<file path="src/rtl/alu.sv">
// Registered 8-bit arithmetic/compare unit with a 16-bit result and one cycle of latency.
// Divide and remainder come from a combinational unrolled restoring array.
module alu #(
    parameter int WIDTH = 8
) (
    input  logic                 clk,
    input  logic                 rst,
    input  logic                 ena,
    input  logic [2:0]           opcode,
    input  logic [WIDTH-1:0]     a,
    input  logic [WIDTH-1:0]     b,
    output logic [2*WIDTH-1:0]   result
);

    localparam int RW = 2 * WIDTH;

    typedef enum logic [2:0] {
        OP_ADD = 3'b000,
        OP_SUB = 3'b001,
        OP_MUL = 3'b010,
        OP_DIV = 3'b011,
        OP_MOD = 3'b100,
        OP_EQ  = 3'b101,
        OP_GT  = 3'b110,
        OP_LT  = 3'b111
    } op_t;

    logic [RW-1:0]    a_ext;
    logic [RW-1:0]    b_ext;
    logic [WIDTH-1:0] quotient;
    logic [WIDTH-1:0] remainder;
    logic [RW-1:0]    next_result;

    assign a_ext = {{WIDTH{1'b0}}, a};
    assign b_ext = {{WIDTH{1'b0}}, b};

    // Restoring division: each stage shifts in one dividend bit (MSB first)
    // and subtracts b when the partial remainder is large enough. The partial
    // remainder is always < b, so the shifted value needs only WIDTH+1 bits.
    logic [WIDTH-1:0] rem_stage [0:WIDTH];
    assign rem_stage[0] = '0;

    for (genvar i = 0; i < WIDTH; i++) begin : g_div
        logic [WIDTH:0] partial;
        logic [WIDTH:0] diff;
        logic           fits;

        assign partial = {rem_stage[i], a[WIDTH-1-i]};
        assign fits    = (partial >= {1'b0, b});
        assign diff    = partial - {1'b0, b};

        assign quotient[WIDTH-1-i] = fits;
        assign rem_stage[i+1]      = fits ? diff[WIDTH-1:0] : partial[WIDTH-1:0];
    end

    assign remainder = rem_stage[WIDTH];

    always_comb begin
        next_result = '0;
        if (ena) begin
            case (op_t'(opcode))
                OP_ADD: next_result = a_ext + b_ext;
                OP_SUB: next_result = a_ext - b_ext;
                OP_MUL: next_result = a_ext * b_ext;
                OP_DIV: begin
                    if (b == '0) next_result = '1;
                    else         next_result = {{WIDTH{1'b0}}, quotient};
                end
                OP_MOD: begin
                    if (b == '0) next_result = a_ext;
                    else         next_result = {{WIDTH{1'b0}}, remainder};
                end
                OP_EQ:  next_result = {{(RW-1){1'b0}}, (a == b)};
                OP_GT:  next_result = {{(RW-1){1'b0}}, (a > b)};
                OP_LT:  next_result = {{(RW-1){1'b0}}, (a < b)};
                default: next_result = '0;
            endcase
        end
    end

    always_ff @(posedge clk or posedge rst) begin
        if (rst) begin
            result <= '0;
        end else begin
            result <= next_result;
        end
    end

endmodule

</file>
<file path="config.mk">
export PLATFORM = sky130hd
export DESIGN_NAME = alu
export DESIGN_NICKNAME = d
export VERILOG_FILES = /design/src/rtl/alu.sv
export SDC_FILE = /design/constraint.sdc
export NUM_CORES = 1
export LEC_CHECK = 0
export CAP_MARGIN = 25
export CORE_ASPECT_RATIO = 0.7
export CORE_MARGIN = 2
export CORE_UTILIZATION = 45
export CTS_BUF_LIST = sky130_fd_sc_hd__clkbuf_2 sky130_fd_sc_hd__clkbuf_4 sky130_fd_sc_hd__clkbuf_8
export DETAILED_ROUTE_END_ITERATION = 10
export PLACE_DENSITY = 0.65
export SLEW_MARGIN = 20
export SYNTH_ARGS = -nofsm -noshare
export SYNTH_HDL_FRONTEND = slang
export SYNTH_SLANG_ARGS = --single-unit
export TNS_END_PERCENT = 50
</file>
<file path="constraint.sdc">
create_clock -name clk -period 0.8 [get_ports clk]
set_clock_uncertainty 0.15 [all_clocks]
set_input_delay 0.24 -clock clk [delete_from_list [all_inputs] [get_ports clk]]
set_output_delay 0.24 -clock clk [all_outputs]
set_load 0.005 [all_outputs]
</file>
# == Word-level counts from Yosys, hierarchy flattened ==
# Cells that the tools add are included.
# op_classes
add_sub_neg,10
n_mul,1
magnitude_cmp,10
eq_ne,8
mux,12
n_reduce_logical,2
# ops
op,n
$pmux 16 s8,1
$mux 8,9
$ge 9x8->1,7
$sub 8x8->8,7
$mux 16,2
$mul 8x8->16,1
$eq 3x3->1 const B,4
$add 8x8->9,1
$sub 8x8->9,1
$eq 8x8->1,1
$ge 1x8->1,1
$gt 8x8->1,1
$logic_not 8->1,1
$lt 8x8->1,1
$sub 1x8->8,1
$eq 3x2->1 const B,2
$eq 3x1->1 const B,1
$logic_not 3->1,1
# word_totals
reg_bits,16
in_bits,22
output_inout_bits,16
wordCells,44

# == Longest topological paths before layout ==
# Gate-level depths: netlist (run 1).
# logic_depth
word_depth,19
mapped_depth,80
ltp_nobuf,77

# == Worst setup path before layout (run 1) ==
# Ideal clock, no wire load.
# synth_path
path_kind,input to register
start,input b[7]
end,register result[0]
setup_ps,126
arrival_time_ps,15205
required_ps,524
path_slack_ps,-14681
path_stages,75
n_path_buf,4
cell_sequence,buf_6 or4_4 a211o_1 a21oi_1 inv_1 ha_1 nor2b_1 o31a_1 o211ai_1 nand2_1 o21ai_0 inv_1 ha_1 nor2b_1 o21a_1 o311a_1 a211oi_1 and2_4 [39 not listed] a31oi_1 o2bb2ai_1 o2111a_1 nand2_4 a21oi_1 ha_1 nor2b_1 o21ai_0 a21boi_0 o21ai_0 a21boi_0 o21ai_0 a31oi_1 nor2_1 and2_1 o211ai_2 a32o_1 a311o_1
# synth_between
elab_chain_cells,19
elab_cells_between_ends,31
classes_between,add/sub (7); order compare (10); eq/ne (1); mux (12); reduce/logical (1)
# synth_lines
item,line,text
from (decl),11,"input logic [WIDTH-1:0] b,"
$sub 1x8->8 or $ge 1x8->1 (tied branches),"50, 49",
$mux 8,53,assign rem_stage[i+1] = fits ? diff[WIDTH-1:0] : partial[WIDTH-1:0];
$ge 9x8->1 or $sub 8x8->8 (tied branches),"49, 50",
$mux 8,53,
$sub 8x8->8 or $ge 9x8->1 (tied branches),"50, 49",
$mux 8,53,
$sub 8x8->8 or $ge 9x8->1 (tied branches),"50, 49",
$mux 8,53,
[4 not listed],n/a,
$sub 8x8->8 or $ge 9x8->1 (tied branches),"50, 49",
$mux 8,53,
$ge 9x8->1,49,"assign fits = (partial >= {1'b0, b});"
$mux 8,53,
$mux 8,70,if (b == '0) next_result = a_ext;
$pmux 16 s8 *,61,case (op_t'(opcode))
$mux 16 *,60,if (ena) begin
via next_result[0],32,logic [RW-1:0] next_result;
to (signal assigned),85,result <= next_result;
to (decl),12,output logic [2*WIDTH-1:0] result
# The timed path passes the listed nets; every way through them passes the cells marked *.

# == Worst setup path after layout (run 1) ==
# layout_path
start,input b[4]
end,register result[4]
# layout_between
elab_chain_cells,19
elab_cells_between_ends,32
classes_between,add/sub (10); mul (1); order compare (8); mux (12); reduce/logical (1)
# layout_lines
item,line
$sub 1x8->8 or $ge 1x8->1 (tied branches),"50, 49"
$mux 8,53
$sub 8x8->8 or $ge 9x8->1 (tied branches),"50, 49"
$mux 8,53
$sub 8x8->8 or $ge 9x8->1 (tied branches),"50, 49"
$mux 8,53
$sub 8x8->8 or $ge 9x8->1 (tied branches),"50, 49"
$mux 8,53
[4 not listed],n/a
$sub 8x8->8 or $ge 9x8->1 (tied branches),"50, 49"
$mux 8,53
$sub 8x8->8 or $ge 9x8->1 (tied branches),"50, 49"
$mux 8,53
$mux 8,70
$pmux 16 s8 *,61
$mux 16 *,60
via next_result[4],32
# Marked as above.

==> results.py, run 1 <==
metrics = {
    "grt": {
        "grt_pass1_vias": 7865,
        "grt_start_max_net_pins": 17,
        "grt_pass1_wl_um": 38880,
        "antenna_found_initial": 0,
        "grt_usage_pct": 30.44,
        "overflow": 0,
    },
    "hold_path": {
        "hp-class": "input port to asynchronous set/reset pin",
    },
    "pwr": {
        "p_clk_share_pct": 2.0,
        "max-vdd-ir-drop_mv": 2.702,
        "power_frac_comb_pct": 94.7,
        "pwr-share-seq_pct": 3.3,
        "p_int_mw": 16.26,
        "finalPower_mw": 30.62,
        "power_switching_mw": 14.36,
        "swShare_pct": 46.90,
        "p_leak_nw": 5.508,
        "power.density_nw_per_um2": 2816,
    },
    "finish": {
        "largest_reg_flops": 16,
        "fin_nets": 1427,
        "fin_area_um2": 10870,
        "areaGrowthSynthToFinish_pct": 60.71,
        "num_antenna_cells": 0,
        "layout_common_cells": "buf_4, ha_1, inv_1",
        "final_common_cell": "buf_4",
        "top_regs": "result x16",
        "final_cells": 1437,
        "regMostFlops": "result",
        "drive_above_1_share_pct": 43.16,
        "fillers": 1045,
        "postLayoutCoreUtil_pct": 74.07,
    },
    "setup_path": {
        "required_ns": 0.78,
        "crit_top_cell": "ha_4",
        "cp_max_fo": 7,
        "end_kind": "flop",
        "max_stage_delay_ns": 0.58,
        "start_kind": "input port",
        "critical_path_class": "input port to flop",
        "arrival_ns": 13.94,
        "cpMaxStageDelayCell": "or4_4",
    },
    "sta": {
        "holdWs_ns": 0.1357,
        "fin_crit_sh_pct": 1745,
        "fmax_ghz": 0.07163,
        "setup_slack_ns": -13.16,
        "final.min_clock_period_ns": 13.96,
        "hold_violations": 0,
        "setup_viol": 32,
        "worstMarginPinSlew_ns": 0.4510,
        "finalSetupTns_ns": -139.51,
        "max_slew_margin_pct": 69.80,
        "rsz0062_at_grt": "true",
        "slew_violations": 0,
    },
    "cts": {
        "clkTransAtPathRegs_ns": 0.06,
        "htree_levels": 1,
        "cts_tree": "done",
        "root_buffer": "clkbuf_8",
        "cts.sinks": 16,
        "cts.path.max_buffers": 2,
        "cts_buffers": 3,
    },
    "logic_synthesis": {
        "synth-seq-cells": 16,
        "ys_async_sr_fraction_pct": 100.0,
        "syn_inst": 858,
        "synth_xor_area_share_pct": 5.697,
        "synthesis.nets": 1041,
        "synthMuxAreaShare_pct": 4.809,
        "synth_compound_area_share_pct": 23.38,
        "synthSimpleGateAreaFrac_pct": 18.26,
        "synth_fa_ha_area_share_pct": 34.78,
        "synth-edff-count": 0,
        "yosys_warnings": 0,
        "netlist_area_um2": 6764,
        "synth_area_per_cell_um2": 7.883,
        "synth_top_family_by_area": "adder cells",
        "ys_seq_area_share_pct": 5.919,
        "ys_types": 73,
        "synthFlopType": "dfrtp_1",
    },
    "routing": {
        "drt_iter0_drc": 633,
        "viasPerCell": 5.738,
        "vias": 8246,
        "met1_length_um": 11950,
        "maxUsedRoutingLayer": "met4",
        "wirelength_um": 26730,
        "met3WireLength_um": 1909,
        "antenna_left": 0,
        "drt-pass1-iter-count": 5,
        "drc_errors": 0,
        "wl_met2_um": 12090,
        "wire_per_inst_um": 18.60,
    },
    "outcome": {
        "run_status": "finished with violations",
        "violations": "setup timing",
    },
    "floorplanning": {
        "num_rows": 37,
        "fp.dieW_um": 150.5,
        "pin_count": 38,
        "core_um2": 14680,
        "start_util_pct": 46.09,
        "die_area_um2": 16040,
        "dieHeight_um": 106.6,
    },
    "placement": {
        "placed_area_um2": 9677,
        "gp_congestion": 0.9342,
        "hpwlAfterDp_um": 18750,
        "io_buffers": 37,
        "dp_slack_ns": -13.88,
        "dp_cells": 1363,
    },
    "job": {
        "cap_violations": 0,
    },
}
area by class of cell:
| cell class | count | area [µm²] | area share (%) |
|---|---|---|---|
| Timing Repair Buffer | 395 | 3114 | 28.65 |
| Multi-Input combinational cell | 717 | 6633 | 61.02 |
| Sequential cell | 16 | 400.4 | 3.683 |
| Tap cell | 195 | 244.0 | 2.244 |
| Inverter | 111 | 437.9 | 4.029 |
| Clock buffer | 3 | 41.29 | 0.3798 |
power groups by stage:
stage          sequential, mW  clock [mW]  combinational (mW)
6_report                 1.01       0.617                29.0
5_1_grt                  1.02       0.670                30.8
4_1_cts                  1.01       0.623                24.1
3_5_place_dp             1.02           0                21.4
3_3_place_gp             1.02           0                21.1
2_1_floorplan            1.05           0                12.3
logic make-up after synthesis:
kind of cell | Yosys count
flops | 16
compound gates | 229
buf+inv | 125
mux | 30
simple gates | 253
xor+xnor | 44
fa+ha+maj | 161
synthesized netlist by cell type, types with 15 or more instances:
| cell | n | area [µm²] |
|---|---|---|
| ha_1 | 116 | 1451 |
| inv_1 | 110 | 412.9 |
| nor2_1 | 85 | 319.1 |
| nand2_1 | 59 | 221.5 |
| a21oi_1 | 52 | 260.3 |
| o21ai_0 | 47 | 235.2 |
| fa_1 | 45 | 900.9 |
| xnor2_1 | 29 | 254.0 |
| nor2b_1 | 19 | 118.9 |
| dfrtp_1 | 16 | 400.4 |
| mux2_2 | 16 | 180.2 |
| nor3_1 | 16 | 80.08 |
| a21o_1 | 15 | 112.6 |
| xor2_1 | 15 | 131.4 |
critical path: cells and delay by family:
family                   cells  cell delay [ns]
buffers and inverters        9             1.13
multiplexers                 5             1.42
AO/OA/AOI/OAI               36             6.85
adder cells (fa/ha/maj)      7             1.68
AND/OR/NAND/NOR             14             2.57
routing by layer:
layer	global-route usage, %	vias up
met5	0	-
li1	-	3836
met1	43.05	3975
met2	48.73	351
met3	5.234	84
met4	6.402	0
what timing repair did:
action,CTS,global route
setup buffers,35,36
resized for setup,116,131
hold endpoints to repair,0,0
setup endpoints to repair,32,32
pin swaps,47,55
hold buffers,0,0
cloned,0,0
worst max path at each step:
stage,from,endpoint,slack (ns),depth (start not counted)
6_report,b[4],result[4]$_DFF_PP0_,-13.16,71
3_5_place_dp,a[7],result[0]$_DFF_PP0_,-13.88,74
4_1_cts,b[5],result[0]$_DFF_PP0_,-12.71,72
2_1_floorplan,b[7],result[0]$_DFF_PP0_,-13.22,75
5_1_grt,b[4],result[5]$_DFF_PP0_,-13.67,72
3_3_place_gp,a[7],result[0]$_DFF_PP0_,-13.38,74
No activity file was read; power rests on OpenSTA's default activity.
==> run 2, diff against run 1 <==
- CORE_MARGIN: 2 -> not set
- PLACE_DENSITY: 0.65 -> not set
- clock period: 0.8 -> 16.1 ns (I/O delays scaled with it)
==> results.py, run 2 (same netlist as run 1, synthesis figures left out) <==
metrics = {
    "finish": {
        "areaGrowthSynthToFinish_pct": 48.41,
        "fin_nets": 1336,
        "regMostFlops": "result",
        "top_regs": "result x16",
        "layout_common_cells": "buf_4, inv_1, ha_1",
        "postLayoutCoreUtil_pct": 68.40,
        "final_cells": 1346,
        "largest_reg_flops": 16,
        "final_common_cell": "buf_4",
        "num_antenna_cells": 0,
        "fin_area_um2": 10040,
        "fillers": 1182,
        "drive_above_1_share_pct": 35.27,
    },
    "setup_path": {
        "required_ns": 16.08,
        "critical_path_class": "input port to flop",
        "end_kind": "flop",
        "arrival_ns": 18.22,
        "path_buf_inv": 4,
        "worst_path_dominant_cell_family": "compound AO/OA/AOI/OAI gates",
        "cpMaxStageDelayCell": "or4_4",
        "max_stage_delay_ns": 0.57,
        "cp_max_fo": 7,
        "start_kind": "input port",
    },
    "floorplanning": {
        "fp.dieW_um": 148.5,
        "num_rows": 37,
        "start_util_pct": 46.09,
        "dieHeight_um": 104.6,
        "pin_count": 38,
        "core_um2": 14680,
        "die_area_um2": 15530,
    },
    "grt": {
        "antenna_found_initial": 0,
        "grt_pass1_wl_um": 39190,
        "grt_usage_pct": 31.83,
        "overflow": 0,
        "grt_start_max_net_pins": 17,
        "grt_pass1_vias": 7689,
    },
    "routing": {
        "wire_per_inst_um": 18.04,
        "vias": 7526,
        "wirelength_um": 24280,
        "drt_iter0_drc": 532,
        "antenna_left": 0,
        "viasPerCell": 5.591,
        "drc_errors": 0,
        "drt-pass1-iter-count": 5,
    },
    "cts": {
        "ctsHoldBuffers": 0,
        "cts_buffers": 3,
        "htree_levels": 1,
        "cts_tree": "done",
        "cts.sinks": 16,
        "cts.path.max_buffers": 2,
        "clkTransAtPathRegs_ns": 0.07,
        "root_buffer": "clkbuf_8",
    },
    "placement": {
        "placed_area_um2": 9094,
        "dp_cells": 1287,
        "io_buffers": 37,
        "gp_congestion": 0.9678,
        "hpwlAfterDp_um": 19020,
        "dp_slack_ns": -3.177,
    },
    "outcome": {
        "violations": "setup timing",
        "run_status": "finished with violations",
    },
    "sta": {
        "worstMarginPinSlew_ns": 1.157,
        "setup_slack_ns": -2.140,
        "max_slew_margin_pct": 22.28,
        "holdWs_ns": 4.813,
        "final.min_clock_period_ns": 18.24,
        "hold_violations": 0,
        "setup_viol": 8,
        "rsz0062_at_grt": "true",
        "finalSetupTns_ns": -16.53,
        "fmax_ghz": 0.05483,
        "fin_crit_sh_pct": 113.3,
        "slew_violations": 0,
    },
    "job": {
        "cap_violations": 0,
    },
    "pwr": {
        "power.density_nw_per_um2": 142.1,
        "finalPower_mw": 1.427,
        "max-vdd-ir-drop_mv": 0.1300,
        "p_leak_nw": 4.986,
    },
    "hold_path": {
        "hp-class": "input port to asynchronous set/reset pin",
    },
}
==> run 2: area by class of cell <==
| class | instances | area [µm²] | share of cell area [%] |
|---|---|---|---|
| timing repair buffer | 303 | 2367 | 23.58 |
| inverter | 111 | 425.4 | 4.238 |
| sequential | 16 | 400.4 | 3.989 |
| clock buffer | 3 | 41.29 | 0.4113 |
| multi-input combinational | 718 | 6560 | 65.35 |
| tap | 195 | 244.0 | 2.431 |
==> run 2: per-layer routing <==
layer | share of wire (%) | up-vias | routed length, µm | GRT usage (%)
met5 | 0 | - | 0 | 0
met4 | 1.7 | 0 | 401 | 5.965
met3 | 6.7 | 35 | 1637 | 5.895
met2 | 45 | 252 | 10940 | 50.80
met1 | 47 | 3601 | 11300 | 44.65
li1 | - | 3638 | - | -
==> run 2: final timing paths <==
check                                      end  cells past startpoint  slack, ns  from
worst max-delay path       result[0]$_DFF_PP0_                     71      -2.14  b[6]
min in group clk           result[7]$_DFF_PP0_                      4       5.07  a[7]
worst min-delay path       result[9]$_DFF_PP0_                      2       4.81   rst
max in group asynchronous  result[3]$_DFF_PP0_                      2      10.56   rst
==> run 2: what timing repair did <==
action,CTS,global route
setup endpoints to repair,8,8
gates cloned,1,0
resized for setup,101,32
pin swaps,50,31
hold endpoints to repair,0,0
setup buffers,45,9
==> run 2: power by group <==
| part | internal [mW] | switching, mW | total (mW) |
|---|---|---|---|
| sequential | 0.0480 | 0.00201 | 0.0500 |
| clock | 0.0166 | 0.0139 | 0.0305 |
| combinational | 0.704 | 0.642 | 1.35 |
